`config.mk`:
```
export PLATFORM = sky130hd
export DESIGN_NAME = mux2_1_arbiter
export DESIGN_NICKNAME = d
export VERILOG_FILES = /design/src/rtl/mux2_1_pkg.sv /design/src/rtl/mux2_1_arbiter.sv
export SDC_FILE = /design/constraint.sdc
export NUM_CORES = 1
export LEC_CHECK = 0
export ABC_AREA = 1
export ABC_CLOCK_PERIOD_IN_PS = 1400
export BUFFER_PORTS_ARGS = -buffer_cell sky130_fd_sc_hd__buf_4
export CAP_MARGIN = 20
export CORE_MARGIN = 8
export CORE_UTILIZATION = 40
export DETAILED_ROUTE_END_ITERATION = 8
export PLACE_DENSITY = 0.6
export RECOVER_POWER = 25
export SLEW_MARGIN = 20
export SYNTH_ARGS = -nofsm -noshare
export SYNTH_HDL_FRONTEND = slang
export SYNTH_SLANG_ARGS = --single-unit
```
`constraint.sdc`:
```
create_clock -name clk -period 1.4 [get_ports clk]
set_input_delay 0.07 -clock clk [delete_from_list [all_inputs] [get_ports clk]]
set_output_delay 0.07 -clock clk [all_outputs]
set_load 0.02 [all_outputs]
```
`src/rtl/mux2_1_pkg.sv`:
```
// Purpose: shared encodings for the 2:1 mux arbiter and its integration wrapper.
// Latency: n/a (types and constants only).
// Backpressure: n/a.
package mux2_1_pkg;

  // One-hot state so each grant output is a flop bit, with no decode logic
  // between the state register and the mux select path.
  typedef enum logic [2:0] {
    ST_IDLE   = 3'b001,
    ST_GRANT0 = 3'b010,
    ST_GRANT1 = 3'b100
  } state_t;

  localparam int ST_IDLE_BIT   = 0;
  localparam int ST_GRANT0_BIT = 1;
  localparam int ST_GRANT1_BIT = 2;

  // Mux select values: 0 routes i0, 1 routes i1.
  localparam logic SEL_I0 = 1'b0;
  localparam logic SEL_I1 = 1'b1;

  // Grant target for a requester index (0 or 1).
  function automatic state_t grant_state(input logic idx);
    return idx ? ST_GRANT1 : ST_GRANT0;
  endfunction

endpackage

```
`src/rtl/mux2_1_arbiter.sv`:
```
// Purpose: round-robin arbiter/sequencer that owns the select of a shared 2:1 mux.
// Latency: request sampled in IDLE at edge N -> grant after edge N; release -> handover in the same edge.
// Backpressure: a holder keeps the path up to MAX_HOLD beats while the other side waits, then yields.
//
// Ports:
//   clk, rst_n          clock, asynchronous active-low reset
//   req0/req1           requester wants / is using the path
//   last0/last1         final beat of a burst, qualified by reqx & gntx
//   gnt0/gnt1           requester owns the mux (registered, mutually exclusive)
//   sel                 mux select, 0 = i0, 1 = i1 (registered, holds in IDLE)
//   busy                gnt0 | gnt1 (registered)
//
// Parameters: MAX_HOLD in 1..15, and 2**CNT_W must exceed MAX_HOLD.
module mux2_1_arbiter
  import mux2_1_pkg::*;
#(
  parameter int MAX_HOLD = 4,
  parameter int CNT_W    = 4
) (
  input  logic clk,
  input  logic rst_n,
  input  logic req0,
  input  logic last0,
  input  logic req1,
  input  logic last1,
  output logic gnt0,
  output logic gnt1,
  output logic sel,
  output logic busy
);

  if (MAX_HOLD < 1 || MAX_HOLD > 15 || MAX_HOLD >= (1 << CNT_W)) begin : g_bad_param
    $error("mux2_1_arbiter: MAX_HOLD must be 1..15 and below 2**CNT_W");
  end

  localparam logic [CNT_W-1:0] CNT_LAST = CNT_W'(MAX_HOLD - 1);
  localparam logic [CNT_W-1:0] CNT_ONE  = CNT_W'(1);

  state_t           state;
  state_t           state_nxt;
  logic             prio;
  logic             prio_nxt;
  logic [CNT_W-1:0] cnt;
  logic [CNT_W-1:0] cnt_nxt;
  logic             sel_q;
  logic             sel_nxt;
  // Set on the first edge after reset removal; no grant is issued before it,
  // so a grant never coincides with the edge that releases reset.
  logic             armed;

  // Holder-relative views of the request lines.
  logic own_req;
  logic own_last;
  logic other_req;
  logic holder;
  logic beat;
  logic release_now;

  always_comb begin
    holder    = 1'b0;
    own_req   = 1'b0;
    own_last  = 1'b0;
    other_req = 1'b0;
    if (state == ST_GRANT0) begin
      holder    = 1'b0;
      own_req   = req0;
      own_last  = last0;
      other_req = req1;
    end else if (state == ST_GRANT1) begin
      holder    = 1'b1;
      own_req   = req1;
      own_last  = last1;
      other_req = req0;
    end
  end

  // A beat is a granted cycle in which the holder still requests.
  assign beat = (state != ST_IDLE) && own_req;

  // Release on abandon, on the last beat, or when the hold budget is spent
  // and the other side is waiting. Last and preempt together act the same.
  assign release_now = (state != ST_IDLE) &&
                       (!own_req ||
                        (beat && own_last) ||
                        (beat && (cnt == CNT_LAST) && other_req));

  always_comb begin
    state_nxt = state;
    prio_nxt  = prio;
    unique case (state)
      ST_IDLE: begin
        if (armed) begin
          if (req0 && req1) begin
            state_nxt = grant_state(prio);
          end else if (req0) begin
            state_nxt = ST_GRANT0;
          end else if (req1) begin
            state_nxt = ST_GRANT1;
          end
        end
      end
      ST_GRANT0, ST_GRANT1: begin
        if (release_now) begin
          // Favour the other side next time; hand over directly if it waits.
          prio_nxt  = ~holder;
          state_nxt = other_req ? grant_state(~holder) : ST_IDLE;
        end
      end
      default: begin
        state_nxt = ST_IDLE;
      end
    endcase
  end

  // Beat counter clears on every state change and saturates at the budget,
  // so an unopposed holder can keep the path indefinitely.
  always_comb begin
    cnt_nxt = cnt;
    if (state_nxt != state) begin
      cnt_nxt = '0;
    end else if (beat && (cnt != CNT_LAST)) begin
      cnt_nxt = cnt + CNT_ONE;
    end
  end

  // Select follows the owner and holds through IDLE to avoid needless toggles.
  always_comb begin
    sel_nxt = sel_q;
    if (state_nxt == ST_GRANT0) begin
      sel_nxt = SEL_I0;
    end else if (state_nxt == ST_GRANT1) begin
      sel_nxt = SEL_I1;
    end
  end

  always_ff @(posedge clk or negedge rst_n) begin
    if (!rst_n) begin
      state <= ST_IDLE;
      prio  <= 1'b0;
      cnt   <= '0;
      sel_q <= SEL_I0;
      armed <= 1'b0;
    end else begin
      state <= state_nxt;
      prio  <= prio_nxt;
      cnt   <= cnt_nxt;
      sel_q <= sel_nxt;
      armed <= 1'b1;
    end
  end

  // One-hot state bits are the grant flops themselves.
  assign gnt0 = state[ST_GRANT0_BIT];
  assign gnt1 = state[ST_GRANT1_BIT];
  assign busy = state[ST_GRANT0_BIT] | state[ST_GRANT1_BIT];
  assign sel  = sel_q;

endmodule
```
**Yosys cells after proc, flatten, opt, wreduce, memory -nomap -nowiden**

Cells that the tools add are included.

- Bits in registers: 10
- Input bits: 6
- Logic and storage cells: 52

- Add/subtract/negate cells: 1
- Equality and inequality tests: 9
- Multiplexer cells: 21
- Bitwise logic cells: 2
- Reduce and logical (&&, ||, !) cells: 14

Operator list:

| operator | count |
|---|---|
| $mux 3 | 8 |
| $mux 1 | 10 |
| $mux 4 | 2 |
| $logic_and 1x1->1 | 7 |
| $eq 3x2->1 const B | 2 |
| $eq 3x3->1 const B | 2 |
| $pmux 3 s2 | 1 |
| $add 4x1->4 const B | 1 |
| $eq 4x2->1 const B | 1 |
| $ne 4x2->1 const B | 1 |
| $reduce_bool 2->1 | 2 |
| $eq 3x1->1 const B | 1 |
| $ne 3x1->1 const B | 1 |
| $ne 3x3->1 | 1 |
| $logic_or 1x1->1 | 2 |
| $reduce_and 2->1 | 1 |
| $reduce_or 2->1 | 1 |
| $logic_not 1->1 | 1 |
| $not 1->1 | 1 |
| $or 1x1->1 | 1 |

**Depth between registers and ports, before layout**

Gate-level depths: netlist of run 1.

- Depth in word-level cells: 13
- Depth in mapped cells: 16
- Gate-level depth less buffers: 16

**Least setup slack after synthesis of run 1**

No wires, ideal clock.

- Kind: register to register
- Start point: reg state[2]
- End point: reg cnt[0]
- Setup time: 71 ps
- Arrival: 1684 ps
- Required time: 1329 ps
- Path slack: -355 ps
- Stages on the path, launching flop included: 14
- Path buffers: 0
- Period minus slack after synthesis: 1755 ps
- Cell sequence: dfrtp_1 > inv_2 > nand2_1 > nor2_2 > inv_2 > nor2_2 > o21ai_1 > nand2_1 > nand2_1 > nand2_1 > nand2_1 > nor2_2 > nand2_2 > nor2_1

- Cells in the longest elaborated chain, start to end: 12
- Elaborated cells between the ends (all ways): 33
- Those cells by class: 5 x eq/ne; 17 x mux; 11 x reduce/logical

RTL lines:

| what | line | source |
|---|---|---|
| from (decl) | mux2_1_arbiter.sv:39 | `state_t state;` |
| from (signal assigned) | mux2_1_arbiter.sv:144 | `state <= state_nxt;` |
| $eq 3x3->1 | mux2_1_arbiter.sv:69, mux2_1_arbiter.sv:90 |  |
| $mux 1 | mux2_1_arbiter.sv:69 | `end else if (state == ST_GRANT1) begin` |
| $mux 1 | mux2_1_arbiter.sv:64 | `if (state == ST_GRANT0) begin` |
| $logic_and 1x1->1 | mux2_1_arbiter.sv:78 | `assign beat = (state != ST_IDLE) && own_req;` |
| $logic_and 1x1->1, on equally long branches | mux2_1_arbiter.sv:84, mux2_1_arbiter.sv:85 |  |
| $logic_or 1x1->1 / $logic_and 1x1->1 (equally long branches) | mux2_1_arbiter.sv:83, mux2_1_arbiter.sv:85 |  |
| $logic_or 1x1->1 | mux2_1_arbiter.sv:84 | `(beat && own_last) \|\|` |
| $logic_and 1x1->1 | mux2_1_arbiter.sv:82 | `assign release_now = (state != ST_IDLE) &&` |
| $mux 3 | mux2_1_arbiter.sv:103 | `if (release_now) begin` |
| $pmux 3 s2 * | mux2_1_arbiter.sv:90 | `unique case (state)` |
| named net state_nxt[0] | mux2_1_arbiter.sv:40 | `state_t state_nxt;` |
| $ne 3x3->1 * | mux2_1_arbiter.sv:119 | `if (state_nxt != state) begin` |
| $mux 4 / $reduce_bool 2->1 (equally long branches) | - |  |
| to (signal assigned) | mux2_1_arbiter.sv:146 | `cnt <= cnt_nxt;` |
| to (decl) | mux2_1_arbiter.sv:43 | `logic [CNT_W-1:0] cnt;` |

Mark *: on every way through the listed nets, which the timed path passes. The rest lies on a longest branch.
A chain may end at the register's enable or synchronous reset.

**Final worst setup path of run 1**

- Start point: reg state[0]
- End point: reg cnt[2]

The elaborated chain is that of the path after synthesis.

==> results_dict.tcl, run 1 <==
set metrics [dict create \
    status "complete, but fails checks" \
    violations "setup timing" \
    setup_ws_ns -0.4169 \
    power_density_mw_per_mm2 1827 \
    leakage_nw 0.6009 \
    num_antenna_cells 0 \
    drtAntennaViolNets 0 \
    clock_path_buffers 2 \
    yosysWarningCount 0 \
    drv_cap 0 \
    hpwl_um 1259 \
    hold_depth 5 \
    worst_hold_slack_ns 0.2587 \
    grt_max_degree 11 \
    ir_drop_v 0.001148 \
    die_x_um 56.45 \
    fp.dieH_um 56.45 \
    cts_buffers 3 \
    stdcell_area_mm2 0.001136 \
    cp_max_fo 6 \
    grt_antenna_before_repair 0 \
    insertion_delay_ns 0.26 \
    fin_crit_sh_pct 129.8 \
    placed_cell_area_um2 934.6 \
    start_util_pct 42.94 \
    dp_slack_ns -0.2967 \
    cp-start-kind "flop" \
    synth_cell_type_count 23 \
    grt_pass1_vias 745 \
    setup_viol 9 \
    portBuffers 9 \
    nFillCells 100 \
    relSlewSlack_pct 61.81 \
    clk_pin_slew_ns 0.07 \
    grt_use_total_pct 11.60 \
    r2r_slack_ns -0.42 \
    fin_skew_ns 0.002996 \
    io_pins 10 \
    post_synth.cell_area_avg_um2 7.522 \
    routed_wirelength_um 1992 \
    cts.sinks 10 \
    hold_class "primary input to flop" \
    final_nets 141 \
    rsz0062_at_grt "true" \
    worstRegToRegCells 16 \
    grt_pass1_wl_um 3174 \
    vias 726 \
    max_freq_ghz 0.5504 \
    drcViolationCount 0 \
    tightest_slew_ns 0.5728 \
    area_growth_pct 73.61 \
    maxSlewViolCount 0 \
    grt-ovfl-total 0 \
    ys_seq_area_share_pct 38.43 \
    hold_violations 0 \
    timing.rr.end "cnt[2]$_DFFE_PN0P_" \
    hp-start "req0" \
    hold_path_end "state[0]$_DFF_PN1_" \
    syn_area_um2 654.4 \
    drt_iter0_drc 10 \
    root_buffer "clkbuf_4" \
    wl_per_cell_um 13.37 \
    fp.dieArea_mm2 0.003186 \
    drive_above_1_share_pct 62.41 \
    core_area_mm2 0.001524 \
    place_congestion 0.8225 \
    cts_tree "done" \
    period_minus_slack_ns 1.817 \
    synth-seq-cells 10 \
    critPathArrivalTime_ns 2.01 \
    r2r-start "state[0]$_DFF_PN1_" \
    critPathKind "flop to flop" \
    via_per_inst 4.872 \
    first_pass_iters 4 \
    cp.required_ns 1.59 \
    cts_max_level 1 \
    fin_setup_tns_ns -2.386 \
    power_mw 2.075 \
    cp-end-kind "flop" \
    placementRows 14 \
    syn_inst 87 \
    synth_fp_nets 94 \
]
kinds of logic (layout without fill, tap and decap cells):
| logic type | after synthesis | count (layout) | share of synthesized area [%] |
|---|---|---|---|
| flops | 10 | 10 | 38.43 |
| buf+inv | 13 | 59 | 7.456 |
| mux | 1 | 1 | 1.721 |
| simple gates | 52 | 52 | 40.15 |
| other cells | 1 | 1 | 0.5731 |
| xor+xnor | 3 | 3 | 4.016 |
| fa+ha+maj | 1 | 1 | 1.912 |
| compound gates | 6 | 6 | 5.734 |
flip-flops by register name, summed over array words and instances, names as in the netlist:
signal / cells
cnt: 4
prio: 1
sel: 1
armed: 1
state: 3
Yosys cell counts:
cell type   n  area, um2
dfstp_2     1      26.28
nand2_2     5      31.28
nor2_4      1      11.26
a21oi_1     1      5.000
xnor2_1     1      8.760
ha_1        1      12.51
nand2_4     1      11.26
nor2_1      5      18.77
nand2_1    23      86.33
nand4_1     5      31.28
dfrtp_1     9      225.2
xor2_1      2      17.52
inv_2       4      15.01
conb_1      1      3.750
o21ai_1     1      5.000
nand3_1     6      30.03
mux2_2      1      11.26
inv_1       9      33.78
o21ai_0     3      15.01
nand3_2     1      10.01
nor2_2      4      25.02
nor3b_1     1      7.510
o211ai_2    1      12.51
critical path, cell delays in order (launching register included):
cell and delay (ns):
dfstp_2 0.58, inv_4 0.06, nand3_4 0.09, inv_2 0.04, nand2_2 0.05, nand2_2 0.06, nand2_2 0.09, nand2_4 0.08
nand2_2 0.06, nand2_2 0.04, nand2_2 0.07, nand2_2 0.06, nand2_2 0.07, nand2_2 0.05, nor2_2 0.12, nand2_2 0.11
nor2_1 0.11
placed cells by master (no fill, tap or decap):
cell	n
a21oi_2	1
buf_12	1
buf_4	35
buf_6	4
clkbuf_1	1
clkbuf_4	3
clkbuf_8	1
conb_1	1
dfrtp_1	7
dfrtp_2	2
dfstp_2	1
dlygate4sd3_1	1
ha_1	1
inv_1	7
inv_2	4
inv_4	2
mux2_2	1
nand2_1	14
nand2_2	13
nand2_4	2
nand3_1	5
nand3_2	1
nand3_4	1
nand4_1	5
nor2_1	3
nor2_2	3
nor2_4	4
nor3b_2	1
o211ai_2	1
o21ai_0	1
o21ai_1	1
o21ai_2	2
xnor2_1	1
xor2_1	2
area by class of cell:
class	instances	area, um2	share of cell area (%)
Timing Repair Buffer	42	341.6	30.07
Multi-Input combinational cell	64	430.4	37.89
Inverter	13	53.80	4.736
Clock buffer	4	36.28	3.194
Tap cell	16	20.02	1.762
Sequential cell	10	254.0	22.36
power breakdown:
group	internal [mW]	total, mW	switching [mW]
registers	0.371	0.448	0.0772
logic	0.684	1.37	0.685
clock network	0.158	0.258	0.101
total	1.21	2.08	0.863
layer usage:
layer	routed length (um)	vias to the layer above	track usage [%]
met3	61	5	2.247
met4	36	0	5.155
met1	937	345	14.58
li1	-	368	-
met5	0	-	0
met2	957	8	18.50
what timing repair did:
action                                  CTS  global route
pin swaps                                 1            12
endpoints found under the hold margin    10             0
setup buffers                             9             8
hold buffers                              1             0
gates resized for setup                   5            19
endpoints found under the setup margin    9             9
worst max-delay path by stage:
stage | startpoint | to | slack, ns | depth (start not counted)
floorplan | state[1]$_DFF_PN0_ | cnt[0]$_DFFE_PN0P_ | -0.19 | 15
global placement | state[0]$_DFF_PN1_ | cnt[3]$_DFFE_PN0P_ | -0.27 | 16
detailed placement | state[0]$_DFF_PN1_ | cnt[3]$_DFFE_PN0P_ | -0.30 | 16
CTS | state[0]$_DFF_PN1_ | cnt[1]$_DFFE_PN0P_ | -0.34 | 16
global route | state[0]$_DFF_PN1_ | cnt[2]$_DFFE_PN0P_ | -0.56 | 16
finish | state[0]$_DFF_PN1_ | cnt[2]$_DFFE_PN0P_ | -0.42 | 16
metrics by stage:
step / cells / utilization, %
5_1_grt: 149 / 74.55
4_1_cts: 141 / 67.08
6_report: 149 / 74.55
3_3_place_gp: 132 / 61.33
3_5_place_dp: 132 / 61.33
2_1_floorplan: 87 / -
No activity file was read; power rests on OpenSTA's default activity.
==> run 2: changes to the inputs <==
--- a/config.mk
+++ b/config.mk
@@ -8,10 +8,10 @@
 export ABC_AREA = 1
 export ABC_CLOCK_PERIOD_IN_PS = 1400
-export BUFFER_PORTS_ARGS = -buffer_cell sky130_fd_sc_hd__buf_4
 export CAP_MARGIN = 20
 export CORE_MARGIN = 8
 export CORE_UTILIZATION = 40
 export DETAILED_ROUTE_END_ITERATION = 8
-export PLACE_DENSITY = 0.6
+export DONT_BUFFER_PORTS = 1
+export PLACE_DENSITY = 0.54
 export RECOVER_POWER = 25
 export SLEW_MARGIN = 20
==> constraint.sdc (replaced) <==
create_clock -name clk -period 1.4 [get_ports clk]
set_input_delay 0.28 -clock clk [delete_from_list [all_inputs] [get_ports clk]]
set_output_delay 0.28 -clock clk [all_outputs]
set_load 0.02 [all_outputs]
==> results_dict.tcl, run 2 (synthesis gave the netlist of run 1 again) <==
set metrics [dict create \
    setup_ws_ns -0.3501 \
    status "complete, but fails checks" \
    drcViolationCount 0 \
    fp.dieH_um 56.45 \
    cp-start-kind "flop" \
    clockPowerShare_pct 11.8 \
    fin_skew_ns 0.001684 \
    cpMostUsedCell "nand2_2" \
    io_pins 10 \
    final_nets 129 \
    period_minus_slack_ns 1.750 \
    num_antenna_cells 0 \
    cts.sinks 10 \
    grt_use_total_pct 10.89 \
    place_congestion 0.8245 \
    violations "setup timing" \
    cts_tree "done" \
    fin_setup_tns_ns -2.217 \
    grt_pass1_wl_um 2884 \
    leakage_nw 0.5247 \
    worstRegToRegCells 15 \
    setup_viol 8 \
    clock_path_buffers 2 \
    root_buffer "clkbuf_4" \
    maxSlewViolCount 0 \
    p_sw_share_pct 42.81 \
    vias 662 \
    clk_pin_slew_ns 0.07 \
    path_depth 15 \
    max_stage_delay_ns 0.46 \
    grt-ovfl-total 0 \
    power_density_mw_per_mm2 1756 \
    grt_antenna_before_repair 0 \
    hold_depth 4 \
    grt_pass1_vias 651 \
    cp-end-kind "flop" \
    max_freq_ghz 0.5714 \
    slowest_stage "dfrtp_2" \
    critPathArrivalTime_ns 1.95 \
    switching_power_mw 0.7536 \
    core_area_mm2 0.001524 \
    fp.dieArea_mm2 0.003186 \
    p_comb_share_pct 61.5 \
    routed_wirelength_um 1644 \
    insertion_delay_ns 0.26 \
    instances_no_fill 137 \
    cp.required_ns 1.60 \
    power_frac_seq_pct 26.7 \
    p_int_mw 1.007 \
    start_util_pct 42.94 \
    most-common-layout-cells "buf_4, nand2_1, nand2_2, inv_1, dfrtp_1" \
    crit_buf_inv 0 \
    largest_reg_flops 4 \
    critPathTopFamily "simple AND/OR/NAND/NOR gates" \
    first_pass_iters 4 \
    critPathKind "flop to flop" \
    wl_per_cell_um 12.00 \
    grt_max_degree 11 \
    die_x_um 56.45 \
    ir_drop_v 0.001114 \
    hpwl_um 1236 \
    cp_max_fo 6 \
    top_regs "cnt (4), state (3)" \
    drive_above_1_share_pct 54.55 \
    rsz0062_at_grt "true" \
    fin_util_pct 65.76 \
    cts_buffers 3 \
    crit_chain "nor2_4 -> nand3_2 -> nand2_2 -> nand2_2 -> nor2_4 -> nand2_4 -> nand2_2 -> nand2_1 -> nand2_2 -> nand2_2 -> nand2_2 -> nand2_2 -> nor2_2 -> nand2_2 -> nor2_2" \
    hold_class "primary input to flop" \
    place_inst 127 \
    area_growth_pct 53.15 \
    drv_cap 0 \
    via_per_inst 4.832 \
    drt_iter0_drc 16 \
    layout_commonest_cell "buf_4" \
    fin_crit_sh_pct 125.0 \
    cts_max_level 1 \
    placementRows 14 \
    drtAntennaViolNets 0 \
    hold_violations 0 \
    largest-register "cnt" \
    portBuffers 0 \
]
## run 2: cell count changes in the layout (fill, tap and decap cells not counted), moves of 2 or more
cell     delta
buf_4       -8
o21ai_2     -2
nand2_1     +2
nand2_2     -2
buf_6       -2
o21ai_0     +2
## run 2: per-layer routing
metal	global-route usage [%]	part of all wire, %	up-vias
li1	-	-	347
met1	13.58	48	302
met2	16.14	47	11
met3	4.045	4.4	2
met4	4.811	0.85	0
met5	0	0	-
## run 2: through the flow
stage                     cell area (um2)  power (mW)  setup WS (ns)  hold slack [ns]
after floorplan                     684.4      0.9977        -0.1926         -0.01559
after global placement              884.6       1.381        -0.2847         -0.01533
after detailed placement            884.6       1.385        -0.2929         -0.01536
after CTS                           963.4       1.689        -0.2953           0.3261
after global routing                 1002       1.900        -0.5091           0.3758
final                                1002       1.760        -0.3501           0.3359
## run 2: layout make-up
| type | count | area, um2 |
|---|---|---|
| fill | 133 | 521.8 |
| tap | 16 | 20.02 |
| clock buffer | 4 | 26.28 |
| timing repair buffer | 30 | 235.2 |
| inverter | 13 | 53.80 |
| sequential | 10 | 254.0 |
| multi-input combinational | 64 | 412.9 |
## run 2: timing repair
item	CTS	global route
gates resized for setup	6	8
hold endpoints to repair	10	0
buffers inserted	3	2
hold buffers	1	0
cloned	0	0
setup endpoints to repair	8	9
pin swaps	2	6
## run 2: worst reg2reg max path, delay by kind of cell (launching register included)
| family | cells | cell delay, ns |
|---|---|---|
| AND/OR/NAND/NOR | 15 | 1.23 |
| flip-flops | 1 | 0.46 |
## run 2: power by group through the flow
stage	Combinational (mW)	Clock (mW)	Sequential, mW
floorplan	0.504	0	0.493
global placement	0.907	0	0.474
detailed placement	0.908	0	0.477
CTS	1.01	0.215	0.468
global route	1.19	0.227	0.484
finish	1.08	0.208	0.469
## run 2: final timing paths
| check | slack (ns) | startpoint | endpoint |
|---|---|---|---|
| max in group asynchronous | 0.66 | rst_n | state[0]$_DFF_PN1_ |
| setup reg to reg | -0.35 | state[1]$_DFF_PN0_ | cnt[0]$_DFFE_PN0P_ |
| hold / removal | 0.34 | req1 | state[0]$_DFF_PN1_ |
| hold reg to reg | 0.50 | prio$_DFFE_PN0P_ | prio$_DFFE_PN0P_ |
| setup / recovery | -0.35 | state[1]$_DFF_PN0_ | cnt[0]$_DFFE_PN0P_ |
| min in group asynchronous | 0.40 | rst_n | cnt[1]$_DFFE_PN0P_ |
